<file path="src/rtl/gng_taus_urng_if.sv">
// gng_taus_urng_if: seed/control inputs and sample outputs of the Tausworthe URNG
interface gng_taus_urng_if;
  logic ce;
  logic seed_load;
  logic [63:0] seed_z1;
  logic [63:0] seed_z2;
  logic [63:0] seed_z3;
  logic [2:0] seed_err;
  logic valid_out;
  logic [63:0] data_out;
  modport master(output ce, seed_load, seed_z1, seed_z2, seed_z3, input seed_err, valid_out, data_out);
  modport slave(input ce, seed_load, seed_z1, seed_z2, seed_z3, output seed_err, valid_out, data_out);
endinterface

</file>
<file path="src/rtl/gng_taus_urng.sv">
// gng_taus_urng: three-component 64-bit Tausworthe URNG with seed loading and warm-up discard
module gng_taus_urng #(
  parameter int WARMUP = 16,
  parameter logic [63:0] INIT_Z1 = 64'd5030521883283424767,
  parameter logic [63:0] INIT_Z2 = 64'd18445829279364155008,
  parameter logic [63:0] INIT_Z3 = 64'd18436106298727503359
) (
  input logic clk,
  input logic rst,
  gng_taus_urng_if.slave io
);
  typedef enum logic {WARM, RUN} state_t;
  localparam state_t START = (WARMUP == 0) ? RUN : WARM;
  state_t state, state_d;
  logic [7:0] cnt, cnt_d;
  logic [63:0] z1, z2, z3, n1, n2, n3, b1, b2, b3;
  logic [2:0] bad;
  always_comb begin
    b1 = ((z1 << 5) ^ z1) >> 39;
    b2 = ((z2 << 19) ^ z2) >> 45;
    b3 = ((z3 << 24) ^ z3) >> 48;
    n1 = ((z1 & ~64'h1) << 24) ^ b1;
    n2 = ((z2 & ~64'h1FF) << 13) ^ b2;
    n3 = ((z3 & ~64'h7FF) << 7) ^ b3;
    bad = {io.seed_z3 < 64'd2048, io.seed_z2 < 64'd512, io.seed_z1 < 64'd2};
  end
  always_comb begin
    state_d = state;
    cnt_d = cnt;
    if (io.seed_load) begin
      state_d = START;
      cnt_d = '0;
    end else if (io.ce && state == WARM) begin
      cnt_d = cnt + 8'd1;
      state_d = (cnt == 8'(WARMUP - 1)) ? RUN : WARM;
    end
  end
  always_ff @(posedge clk) begin
    if (rst) begin
      z1 <= INIT_Z1;
      z2 <= INIT_Z2;
      z3 <= INIT_Z3;
      io.data_out <= '0;
      io.valid_out <= 1'b0;
      io.seed_err <= '0;
      cnt <= '0;
      state <= START;
    end else begin
      state <= state_d;
      cnt <= cnt_d;
      io.seed_err <= io.seed_load ? bad : 3'b000;
      if (io.seed_load) begin
        z1 <= bad[0] ? INIT_Z1 : io.seed_z1;
        z2 <= bad[1] ? INIT_Z2 : io.seed_z2;
        z3 <= bad[2] ? INIT_Z3 : io.seed_z3;
        io.valid_out <= 1'b0;
      end else if (io.ce) begin
        z1 <= n1;
        z2 <= n2;
        z3 <= n3;
        io.data_out <= n1 ^ n2 ^ n3;
        io.valid_out <= state == RUN;
      end else begin
        io.valid_out <= 1'b0;
      end
    end
  end
endmodule

</file>
<file path="src/flat_wrapper.sv">
// flat-port wrapper written by rule: the top's interface ports become plain ports
module gng_taus_urng_flat 
#(
  parameter int WARMUP = 16,
  parameter logic [63:0] INIT_Z1 = 64'd5030521883283424767,
  parameter logic [63:0] INIT_Z2 = 64'd18445829279364155008,
  parameter logic [63:0] INIT_Z3 = 64'd18436106298727503359
)
  (clk, rst, io_ce, io_seed_load, io_seed_z1, io_seed_z2, io_seed_z3, io_seed_err, io_valid_out, io_data_out);
  gng_taus_urng_if io_i ();
  input logic clk;
  input logic rst;
  input wire logic [$bits(io_i.ce)-1:0] io_ce;
  input wire logic [$bits(io_i.seed_load)-1:0] io_seed_load;
  input wire logic [$bits(io_i.seed_z1)-1:0] io_seed_z1;
  input wire logic [$bits(io_i.seed_z2)-1:0] io_seed_z2;
  input wire logic [$bits(io_i.seed_z3)-1:0] io_seed_z3;
  output wire logic [$bits(io_i.seed_err)-1:0] io_seed_err;
  output wire logic [$bits(io_i.valid_out)-1:0] io_valid_out;
  output wire logic [$bits(io_i.data_out)-1:0] io_data_out;
  assign io_i.ce = io_ce;
  assign io_i.seed_load = io_seed_load;
  assign io_i.seed_z1 = io_seed_z1;
  assign io_i.seed_z2 = io_seed_z2;
  assign io_i.seed_z3 = io_seed_z3;
  assign io_seed_err = io_i.seed_err;
  assign io_valid_out = io_i.valid_out;
  assign io_data_out = io_i.data_out;
  gng_taus_urng #(.WARMUP(WARMUP), .INIT_Z1(INIT_Z1), .INIT_Z2(INIT_Z2), .INIT_Z3(INIT_Z3)) u_core (.clk(clk), .rst(rst), .io(io_i));
endmodule
</file>
<file path="config.mk">
export PLATFORM = sky130hd
export DESIGN_NAME = gng_taus_urng_flat
export DESIGN_NICKNAME = d
export VERILOG_FILES = /design/src/rtl/gng_taus_urng_if.sv /design/src/rtl/gng_taus_urng.sv /design/src/flat_wrapper.sv
export SDC_FILE = /design/constraint.sdc
export NUM_CORES = 1
export LEC_CHECK = 0
export ABC_AREA = 1
export CORE_MARGIN = 10
export CORE_UTILIZATION = 57
export DETAILED_ROUTE_END_ITERATION = 12
export PLACE_DENSITY = 0.88
export SYNTH_ARGS = -nofsm -noshare
export SYNTH_HDL_FRONTEND = slang
export SYNTH_SLANG_ARGS = --single-unit
export TNS_END_PERCENT = 50
</file>
<file path="constraint.sdc">
create_clock -name clk -period 2.6 [get_ports clk]
set_clock_uncertainty 0.15 [all_clocks]
set_input_delay 0.52 -clock clk [delete_from_list [all_inputs] [get_ports clk]]
set_output_delay 0.52 -clock clk [all_outputs]
set_load 0.005 [all_outputs]
</file>
==> Yosys cells after proc, flatten, opt, wreduce, memory -nomap -nowiden <==
Index checks and enable logic that the tools add are counted.
{ "op_classes": {"add_sub_neg": 1, "order_cmp": 3, "eq_ne": 1, "mux": 10, "bitwise": 11, "reduce_logical": 6} }
{ "ops": {"columns": ["operator", "count"], "rows": [
  ["64-bit two-way mux", 9],
  ["64-bit XOR", 5],
  ["64-bit by 10-bit less-than comparator with 1-bit output, second input constant", 1],
  ["64-bit by 12-bit less-than comparator with 1-bit output, second input constant", 1],
  ["64-bit by 2-bit less-than comparator with 1-bit output, second input constant", 1],
  ["64-bit by 16-bit XOR with 64-bit output", 1],
  ["64-bit by 19-bit XOR with 64-bit output", 1],
  ["64-bit by 25-bit XOR with 64-bit output", 1],
  ["8-bit by 1-bit adder with 8-bit output, second input constant", 1],
  ["8-bit by 4-bit equality test with 1-bit output, second input constant", 1],
  ["2-bit OR reduction", 2],
  ["1-bit inverter", 3],
  ["3-bit OR reduction", 1],
  ["2-bit AND reduction", 1],
  ["2-bit nonzero test", 1],
  ["1-bit logical AND", 1],
  ["1-bit two-way mux", 1]
]} }
{ "word_totals": {"reg_bits": 269, "input_bits": 196, "out_inout_bits": 68, "word_cells": 40} }

==> Longest topological paths before layout <==
Gate-level depths: netlist (run 1).
{ "logic_depth": {"ltp_word": 4, "ltp_mapped": 10, "depth_no_buf": 9} }

==> Least setup slack after synthesis (run 1) <==
No wires, ideal clock.
{ "synth_path": {"path_type": "in2reg", "startpoint": "input port rst", "endpoint": "register u_core.io.data_out[10]", "setup_ps": 115, "t_arrival_ps": 1389, "required_time_ps": 2335, "setup_slack_ps": 945, "cell_stages": 6, "n_path_buf": 3, "cell_sequence": "buf_2 > clkbuf_1 > clkbuf_1 > nor2_1 > o21ai_0 > inv_1"} }
{ "synth_lines": {"columns": ["element", "line", "text"], "rows": [
  ["start, declared", "flat_wrapper.sv:12", "input logic rst;"],
  ["end signal, assigned", "gng_taus_urng.sv:61", "io.data_out <= n1 ^ n2 ^ n3;"],
  ["end, declared", "gng_taus_urng_if.sv:12", "modport slave(input ce, seed_load, seed_z1, seed_z2, seed_z3, output seed_err, valid_out, data_out);"]
]} }

==> Worst setup path in the final report (run 1) <==
{ "layout_path": {"startpoint": "register u_core.io.data_out[35]", "endpoint": "output port io_data_out[35]"} }
{ "layout_lines": {"columns": ["element", "line", "text"], "rows": [
  ["end, declared", "flat_wrapper.sv:20", "output wire logic [$bits(io_i.data_out)-1:0] io_data_out;"]
]} }
No word-level cell between the ends.

==> results.md, run 1 <==
- Along the worst hold path, the cell count comes to 2.
- Counting both buffers and inverters, the worst setup path holds a total of 1.
- The async set-reset flop share out of synthesis is 0.
- Synthesis inferred between 200 and 250 register bits.
- The post-synthesis sequential area ratio is 0.373.
- The endpoint arrival time on the critical path is roughly 1500 ps.
- The total negative slack for setup checks is 0 ps.
- The clock root buffer is clkbuf_16.
- The placeable core area is 22800 µm².
- The wire length per cell after detailed routing is between 15 and 20 µm.
- The total standard cell area after synthesis is between 10000 and 15000 µm².
- The final number of setup-violating endpoints is 0.
- The remaining antenna violation count after routing is 0.
- The critical path endpoint category is an output port.
- The synthesized area divided by synthesized cell count is between 6 and 7 µm².
- For this block, the initial DRC count from the detailed router was about 1.9k.
- The longest clock path from root to sink contains 3 buffers.
- The hold path endpoint is u_core.cnt[2].
- The initial utilization of the core area, before any placement, comes to 0.583.
- The area of the die is between 20000 and 30000 µm².
- The reg-to-reg critical path startpoint is u_core.z1[52].
- Signal routing reaches up to met4.
- The path class of the tightest hold or removal check is register to register.
- IR analysis of the VDD net gives a maximum drop of around 0.00044 V.
- The number of top-level pins is approximately 260.
- The number of nets produced by synthesis is 2271.
- Of all nets on the critical path, the largest fanout is 2.
- The share of cells above drive strength 1 is 0.0414.
- For this run, the top clock speed supported by timing is between 400 and 500 MHz.
- The first global-routing pass estimated between 70000 and 80000 µm of wire.
- The number of antenna repair diodes is 0.
- Power spread over the standard cell area amounts to between 600 and 700 nW/µm².
- The critical path is of the register to output port type.
- The height of the die is about 170 µm.
- By count the netlist is led by 798 x nand2_1, 293 x inv_1, 248 x dfxtp_1.
- Broken down by cell family, the worst path's largest delay share belongs to buffers and inverters.
- Of the post-synthesis cell area, the dominant cell type holds 0.373.
- The tree built by TritonCTS fans out to 248 sinks.
- Post-CTS timing repair inserted 0 buffers for setup.
- The worst-path cell with the longest stage delay is clkdlybuf4s50_1.
- The initial antenna violation count is 0.
- For the pin with the worst max-slew slack, the measured transition is just over 600 ps.
- The total length of routed wires is 50300 µm.
- The count of different cell masters after synthesis is 34.
- Setup repair after global routing left no endpoint under its margin.
- The worst pin sits at a relative slew slack of 0.583.
- The data required time at the worst endpoint is 1930 ps.
- The number of warnings printed during yosys synthesis is 0.
- After legalization and detailed placement, the total HPWL measured around 38000 µm.
- The number of endpoints with negative hold slack in the final report is 0.
- The synthesized netlist cell count is between 2k and 2.5k.
- Summed over all cells, the static leakage comes to about 8.5 nW.
- Detailed routing placed a total of around 5400 µm of wire on met3.
- The via count of the first global-routing pass was 13.4k.
- The residual DRC count is 0.
- The number of clock buffers added by TritonCTS is 27.
- The first-pass detailed-route iteration total is 6.
- For this design, the CTS-stage hold fixing added 0 buffers.
- Routability-driven placement finished with a final weighted congestion of a little under 1.
- The pin count of the biggest net entering global routing is ~100.
- The capture instance of the worst register-to-register path is u_core.io.data_out[18].
- The worst setup path is launched from a register.
- The horizontal die dimension is ~170 µm.
- The leading register cell type out of synthesis is dfxtp_1.
- The count of nets after finishing is approximately 2.5k.
- The number of maximum-capacitance constraint violations is 0.
- Using the TritonRoute via totals, the vias-per-cell ratio works out to approximately 5.5.
- The wire length the detailed router placed on met1 is 19600 µm.
- By area the synthesized netlist is led by dfxtp_1 37%, nand2_1 22%, inv_1 8.3%.
- In this design, the stage delay of the slowest critical-path cell is around 540 ps.
- The synthesized design contains 0 enable-type register cells.
- After clock tree synthesis, the repair step resized 0 gates.
- The flow ran to the end, and the final reports show no timing, DRC or antenna violations.
- The clock slew seen by the registers of the worst setup and hold paths is roughly 60 ps.
- For the worst flop-to-flop path, the logic depth is 6.
- The area added between synthesis and finish is 27.7%.
- The start point of the worst min-delay path is u_core.cnt[2].
- The total overflow reported by the global router is 0.
- The count of buffers inserted at the top-level ports is roughly 240.
- The TritonCTS clock tree is built.
- For this run, the total global-route usage over all layers was measured as 0.315.
- In the finished design, the share of the clock period the worst path needs comes to 0.826.
- The count of final max-slew check failures is 0.
- The final standard cell utilization of the core is 0.745.
- The row count is 55.
- The total met2 wirelength after detailed routing is approximately 22000 µm.
- The clock latency reported for the late side of the worst-skew pair is approximately 540 ps.
- Walking the worst path, the cells encountered are clkdlybuf4s50_1.
- The synthesized design spends more area on one cell type than any other, namely dfxtp_1.
- The minimum clock period after layout is around 2100 ps.
- Yosys instantiated no cell more often than nand2_1.
- The via count of the routed design is approximately 14k.
- CTS built an H-tree with a depth of 1.
- The setup slack of the most critical reg-to-reg path is 790 ps.
==> cells in the final DEF, fill, tap and decap left out, types with 27 or more instances in the layout <==
| cell | Yosys | final |
|---|---|---|
| nand2_1 | 798 | 798 |
| inv_1 | 293 | 293 |
| dfxtp_1 | 248 | 248 |
| clkdlybuf4s50_1 | 0 | 240 |
| nor2_1 | 201 | 201 |
| nand3_1 | 70 | 70 |
| o211ai_1 | 67 | 67 |
| a221oi_1 | 66 | 66 |
| xor2_1 | 59 | 59 |
| xnor2_1 | 48 | 48 |
| a21oi_1 | 34 | 34 |
| o21ai_0 | 28 | 28 |
| clkbuf_16 | 0 | 27 |
==> metal layers <==
metal,up-vias,GRT usage
li1,6819,-
met2,850,0.499
met4,0,0.170
met5,-,0
met1,6503,0.397
met3,175,0.0640
==> power breakdown <==
group	internal [mW]	switching, mW	leakage [nW]	total, mW
clock network	2.27	1.62	0.438	3.89
logic	0.922	1.15	5.96	2.08
registers	4.09	0.347	2.05	4.43
total	7.27	3.12	8.46	10.4
==> worst max-delay path by stage <==
stage | startpoint | endpoint | slack [ps] | depth (start not counted)
6_report | u_core.io.data_out[35] | io_data_out[35] | 450 | 1
3_5_place_dp | io_ce | u_core.io.data_out[17] | 150 | 8
2_1_floorplan | rst | u_core.io.data_out[10] | 950 | 6
5_1_grt | u_core.io.data_out[16] | io_data_out[16] | 440 | 1
4_1_cts | u_core.io.data_out[35] | io_data_out[35] | 440 | 1
3_3_place_gp | io_ce | u_core.io.data_out[17] | 180 | 8
==> metrics by stage <==
stage          hold slack (ps)  instances  area (µm²)  setup slack (ps)  total power [mW]
2_1_floorplan              285       2074       13300               945              5.49
3_3_place_gp               301       2558       16100               180              6.46
3_5_place_dp               313       2558       16100               149              6.51
4_1_cts                    315       2606       17000               445              10.3
5_1_grt                    334       2606       17000               437              10.7
6_report                   320       2606       17000               452              10.4
==> kinds of logic (layout without fill, tap and decap cells) <==
group                    Yosys count  count (layout)  synth area share
AND/OR/NAND/NOR                 1091            1091             0.318
buffers and inverters            401             620             0.117
flip-flops                       248             248             0.373
AO/OA/AOI/OAI                    226             226             0.121
XOR/XNOR                         107             107            0.0703
adder cells (fa/ha/maj)            1               1          0.000939
==> sequential cells by signal (all words and copies together), names as in the netlist <==
signal               cells
u_core.io.valid_out      1
u_core.cnt               8
u_core.io.seed_err       3
u_core.z1               63
u_core.z2               55
u_core.io.data_out      64
u_core.z3               53
u_core.state             1
==> tightest hold or removal path, cell delays in order (launching register included) <==
cell and delay, ps:
dfxtp_1 320, inv_1 50, a21oi_1 50
==> cell type report <==
class / instances / area (µm²)
fillers: 1851 / 5830
inverters: 297 / 1120
clock buffers: 35 / 766
clock inverters: 13 / 126
multi-input cells: 1425 / 6810
repair buffers: 275 / 2840
flip-flops and latches: 248 / 4960
well taps: 313 / 392
No activity file was read; power rests on OpenSTA's default activity.
==> run 2: changes to the inputs <==
- CORE_UTILIZATION: 57 -> 53
- PLACE_DENSITY: 0.88 -> 0.83
- clock period: 2.6 -> 2 ns (I/O delays scaled with it)
==> run 2 against run 1 <==
  * Global-route usage rose by 1.1 points
  * Critical path type unchanged
  * Critical path depth did not move
  * Core utilization rose by 0.34 points
==> results.md, run 2 (same netlist as run 1, synthesis figures left out) <==
- The run finished with clean final reports.
- For the pin with the worst max-slew slack, the measured transition is 673 ps.
- Entering global routing, the biggest net connects between 100 and 150 pins.
- Setup violations remaining at the end of the flow were counted as 0.
- The count of final max-slew check failures is 0.
- Setup repair after global routing left no endpoint under its margin.
- The sequential cells in the finished layout cover a total of 4970 µm².
- In this run the horizontal extent of the chip is roughly 180 µm.
- The row count is 57.
- The global routing usage summed across all routing layers is 0.326.
- The minimum clock period after layout is just under 2000 ps.
- The tightest slew margin relative to the limit is 0.552.
- The final layout contains routed wiring with a total length of ~54000 µm.
- The area of the die is ~32000 µm².
- The first-pass detailed-route iteration total is 6.
- Relative to the synthesized area, the layout overhead comes to 37.7%.
- The critical path is of the register to output port type.
- The most common library cell in the layout ignoring fill and taps is nand2_1.
- In the final routed layout, each cell accounts on average for between 15 and 20 µm.
- The placeable core area is roughly 25000 µm².
- At the later pin of the worst-skew pair, clock insertion delay measures between 500 and 600 ps.
- In this run the number of H-tree levels came out at 1.
- The number of cells upsized or downsized after cts is 19.
- The multi-input combinational cells in the finished layout cover a total of about 6800 µm².
- The placer's final routability congestion estimate is ~0.97.
- The critical path endpoint category is an output port.
- The number of clock buffers inserted by TritonCTS is 28.
- The path category of the worst min-delay check is input pin to register.
- The startpoint kind of the worst setup timing path is a register.
- Once placement completed, the tool counted placed cells totaling roughly 2.7k.
- The detailed router placed ~15k vias in this run.
- The library cells used most frequently in the layout, excluding fill and tap cells, are 798 x nand2_1, 293 x inv_1, 240 x dfxtp_1, 216 x clkdlybuf4s50_1, 201 x nor2_1.
- The count of buffers inserted at the top-level ports is 242.
- The tree is rooted in a clkbuf_16.
- The register with the most flip-flops is u_core.io.data_out.
- The largest registers in the layout are u_core.io.data_out: 64 flops, u_core.z1: 63 flops, u_core.z2: 55 flops.
- The number of antenna diodes in the final layout is 0.
- For this run the aggregate overflow at the end of global routing stands at 0.
- The number of DRC violations after detailed-routing iteration 0 is 1804.
- The placed wire-length estimate is roughly 42000 µm.
- The number of setup buffers added after CTS is 0.
- The layout has around 2k filler cells.
- Pin placement for this block handled 264 I/O pins.
- The share of cells above drive strength 1 is 0.107.
- On the critical path, the stage with the largest delay is an instance of clkdlybuf4s50_1.
- Traced cell by cell, the critical path runs through clkdlybuf4s50_1.
- The initial antenna violation count is 0.
- The first global-routing pass estimated roughly 80000 µm of wire.
- The number of hold buffers added after CTS was 0.
- The deepest clock path buffer count is 3.
- For this configuration, the core starts out at a cell density of 0.543.
- The final setup slack of the worst path is around 29 ps.
- STA puts the critical path data required time at 1450 ps.
- The non-filler instance count after layout is approximately 2.8k.
- VDD sags by at most between 0.0008 and 0.0009 V.
- The final cycle utilization of the critical path is 0.986.
- The height of the die is about 180 µm.
- The analysis attributes to cell leakage a power of 9.54 nW.
- The detail route stage leaves a number of antenna-violating nets equal to 0.
- The clock slew seen by the registers of the worst setup and hold paths is roughly 70 ps.
- The flip-flop count of the largest register, all copies and words added is between 60 and 70.
- The total non-filler cell area in the finished layout is around 18000 µm².
- The largest fanout on the critical path is 2.
- For this design the ratio of total power to cell area is 768 nW/µm².
- For this run, design rule violations remaining after detail routing come to 0.
- The post-placement cell area is between 15000 and 20000 µm².
- Dividing the detail-routed via count by the number of cells gives around 5.4.
- Data arrives at the worst endpoint at ~1400 ps.
- The timing-limited maximum frequency is between 500 and 600 MHz.
- The largest single stage delay on the critical path is between 500 and 600 ps.
- Timing analysis after detailed placement gives a worst setup slack of -333 ps.
- For this run, the post-layout net count is ~2.6k.
- The number of endpoints with negative hold slack in the final report is 0.
- Across the run, the number of max-cap violations was 0.
- The via count of the first global-routing pass is 14.2k.
- The clock net in this run drives a total of about 250 sinks.
- The cell family with the largest share of critical-path delay is buffers and inverters.
- The TritonCTS clock tree is built.
- Together, buffers and inverters on the worst path number 1.
run 2: cell types whose count changed in the layout (fill, tap and decap cells not counted), moves of 2 or more:
cell	previous run	this run
buf_12	14	17
buf_4	20	176
clkbuf_1	2	4
clkbuf_16	27	29
clkdlybuf4s50_1	240	216
clkinv_2	8	11
clkinvlp_4	3	0
dfxtp_1	248	240
dfxtp_2	0	8
dlygate4sd2_1	0	12
dlymetal6s2s_1	0	12
run 2: metal layers:
metal	global-route usage	vias up	wire, µm
li1	-	7165	-
met1	0.411	6825	20600
met2	0.528	810	24600
met3	0.0668	126	5790
met4	0.147	0	2600
met5	0	-	0
run 2: area by class of cell:
cell class                      instances  area share
Clock buffer                           38      0.0441
Clock inverter                         14     0.00825
Inverter                              297      0.0608
Multi-Input combinational cell       1425       0.371
Sequential cell                       248       0.271
Tap cell                              324      0.0221
Timing Repair Buffer                  434       0.222
run 2: path summary, 6_finish.rpt:
path / start / endpoint / slack (ps) / cells past startpoint
hold reg to reg: u_core.cnt[2] / u_core.cnt[2] / 320 / 2
setup / recovery: u_core.io.data_out[6] / io_data_out[6] / 30 / 1
hold / removal: rst / u_core.io.data_out[30] / 80 / 4
setup reg to reg: u_core.z1[40] / u_core.io.data_out[1] / 190 / 8
run 2: per-stage QoR:
step	total power, mW	util	hold WS [ps]	setup TNS (ps)
6_report	14.1	0.748	83.5	0
2_1_floorplan	7.13	-	285	0
3_5_place_dp	8.76	0.708	313	-35750
5_1_grt	14.6	0.748	122	0
4_1_cts	14.0	0.747	72.6	0
3_3_place_gp	8.70	0.708	302	-29820
run 2: power breakdown:
group,leakage (nW),internal (mW),switching [mW]
registers,2.06,5.31,0.462
clock network,0.486,3.22,2.14
logic,7.00,1.39,1.57
total,9.54,9.92,4.17
==> run 3: changes to the inputs <==
- HOLD_SLACK_MARGIN: default -> 0.12
==> run 3 against run 2 <==
  * Maximum frequency fell by 0.14%
  * Die area is the same
  * Critical path depth stayed put
  * Combinational power about the same
  * First-iteration DRC count is 6.6% lower
  * Sequential power about the same
  * Sequential share of layout area barely moved
  * Cell area is essentially flat
  * Wire length hardly changed
  * Critical path type unchanged
==> results.md, run 3 (same netlist as run 1, synthesis figures left out) <==
- The count of fill cells added during filler insertion is a little over 2k.
- The library cells used most frequently in the layout, excluding fill and tap cells, are 798 x nand2_1, 293 x inv_1, 240 x dfxtp_1, 216 x clkdlybuf4s50_1, 201 x nor2_1.
- The number of top-level pins is about 260.
- The number of setup buffers added after CTS is 0.
- The data required time at the worst endpoint is roughly 1500 ps.
- The flow ran to the end, and the final reports show no timing, DRC or antenna violations.
- The clock latency reported for the late side of the worst-skew pair is ~550 ps.
- The number of clock buffers inserted by TritonCTS is 28.
- The via count of the routed design is 14.9k.
- The end of the critical path is io_data_out[54].
- Entering global routing, the biggest net connects about 150 pins.
- The largest individual stage delay along the critical path comes from the cell clkdlybuf4s50_1.
- The sequential cell area is ~5000 µm².
- The register with the most flip-flops in the final layout is u_core.io.data_out.
- Setup repair after global routing left no endpoint under its margin.
- The flip-flop count of the largest register, all copies and words added is 64.
- The area added between synthesis and finish is 37.8%.
- The placer's final routability congestion estimate is between 0.9 and 1.
- The share of total power dissipated in sequential elements is 0.410.
- For flop-to-flop paths, the worst setup slack is about 200 ps.
- Setup violations remaining at the end of the flow were counted as 0.
- The number of DRC violations after detailed-routing iteration 0 is about 1.7k.
- The initial utilization of the core area, before any placement, comes to 0.543.
- The via count of the first global-routing pass is ~14k.
- The count of buffers inserted at the top-level ports is roughly 240.
- The remaining antenna violation count after routing is 0.
- The wire length per cell after detailed routing is 19.3 µm.
- At the end of the flow, the number of nets in the layout was about 2.6k.
- The count of final max-slew check failures is 0.
- 0 antenna diodes ended up in the layout.
- The cell family with the largest share of critical-path delay is buffers and inverters.
- After detailed routing, the number of remaining DRC violations is 0.
- For the pin with the worst max-slew slack, the measured transition is 685 ps.
- The critical path buffer and inverter count is 1.
- The worst pin sits at a relative slew slack of 0.543.
- The number of endpoints with negative hold slack in the final report is 0.
- The reg-to-reg critical path startpoint is u_core.z1[40].
- The design draws between 10 and 15 mW.
- The launch point of the worst path is u_core.io.data_out[54].
- The worst register-to-register path has a depth of 8.
- The startpoint kind of the worst setup timing path is a register.
- The largest fanout on the critical path is 2.
- The die is around 180 µm wide.
- The total length of routed wires is ~54000 µm.
- The deepest clock path buffer count is 3.
- The fraction of power spent switching nets is 0.296.
- Traced cell by cell, the critical path runs through clkdlybuf4s50_1.
- The core region is approximately 25000 µm².
- The global-route wire length before repair is around 80000 µm.
- The total overflow reported by the global router is 0.
- The path category of the worst min-delay check is input pin to register.
- The height of the die is around 180 µm.
- The most common library cell in the layout ignoring fill and taps is nand2_1.
- The worst setup path is captured at an output port.
- TritonCTS built the clock tree.
- The delay of the slowest critical-path stage is about 530 ps.
- The combinational share of power is 0.210.
- The first-pass detailed-route iteration total is 5.
- Data arrives at the worst endpoint at 1420 ps.
- Of the total power, the clock network draws 0.380.
- The HPWL after detailed placement is around 42000 µm.
- The row count is 57.
- The kind of critical path is register to output port.
- In the routed layout, each cell is associated on average with a via count of approximately 5.4.
- In the global route stage, overall resource usage came out at 0.326.
- The cell internal power dissipation is slightly below 10 mW.
- The total negative slack for setup checks is 0 ps.
- The multi-input combinational cells in the finished layout cover a total of between 6000 and 7000 µm².
- The clock period could shrink to slightly below 2000 ps.
- The clock drives between 200 and 250 sinks.
- The share of cells above drive strength 1 is 0.107.
- In this run the number of cells on the critical path is 1.
- For this design the ratio of total power to cell area is between 700 and 800 nW/µm².
- The largest registers in the layout are u_core.io.data_out: 64 flops, u_core.z1: 63 flops, u_core.z2: 55 flops.
- The analysis attributes to cell leakage a power of ~9.5 nW.
- The finished layout holds between 2k and 3k standard cells, fillers aside.
- The initial antenna violation count was 0.
- The number of maximum-capacitance constraint violations is 0.
- The clock root buffer is clkbuf_16.
- The area of the die is 31900 µm².
- The worst register-to-register path ends at u_core.io.data_out[1].
- VDD sags by at most 0.000811 V.
- Including well taps, the total number of placed cells is ~2.7k.
- The final cycle utilization of the critical path is 0.987.
- The timing-limited maximum frequency is just over 500 MHz.
- The H-tree depth is 1.
- The analysis attributes to net switching a power of about 4.2 mW.
- The clock slew seen by the registers of the worst setup and hold paths is around 60 ps.
## run 3: power by group through the flow
stage                     logic (mW)  registers (mW)  clock network [mW]
after floorplan                 1.46            5.67                   0
after global placement          2.85            5.85                   0
after detailed placement        2.90            5.86                   0
after CTS                       2.92            5.75                5.37
after global routing            3.23            5.79                5.56
final                           2.96            5.78                5.36
## run 3: through the flow
step	hold slack (ps)	utilization	instance area, µm²	setup WS [ps]
3_5_place_dp	313	0.708	17400	-333
5_1_grt	343	0.749	18400	2.49
3_3_place_gp	302	0.708	17400	-308
2_1_floorplan	285	-	13300	465
6_report	296	0.749	18400	25.9
4_1_cts	285	0.747	18300	1.21
## run 3: cell type report
type                    instances  area share
multi-input cells            1425       0.371
well taps                     324      0.0221
flip-flops and latches        248       0.271
repair buffers                435       0.223
clock inverters                14     0.00824
clock buffers                  38      0.0441
inverters                     297      0.0608
## run 3: worst min-delay path by stage
stage | startpoint | endpoint | slack (ps) | cells after the start
2_1_floorplan | u_core.cnt[2] | u_core.cnt[2] | 290 | 2
3_3_place_gp | u_core.cnt[2] | u_core.cnt[2] | 300 | 2
3_5_place_dp | u_core.cnt[2] | u_core.cnt[2] | 310 | 2
4_1_cts | io_seed_load | u_core.z2[20] | 280 | 5
5_1_grt | io_seed_z3[16] | u_core.z3[16] | 340 | 3
6_report | io_seed_load | u_core.z2[20] | 300 | 5
## run 3: what timing repair did
| item | in CTS | in global routing |
|---|---|---|
| endpoints found under the hold margin | 3 | 0 |
| pin swaps | 0 | 0 |
| hold buffers | 1 | 0 |
| resized for setup | 19 | 13 |
| setup endpoints to repair | 19 | 13 |
## run 3: layer usage
metal  wire [µm]  share of wire  GRT usage
met2       24600           0.46      0.528
met3        5720           0.11     0.0668
met4        2650          0.049      0.147
met5           0              0          0
met1       20700           0.39      0.412
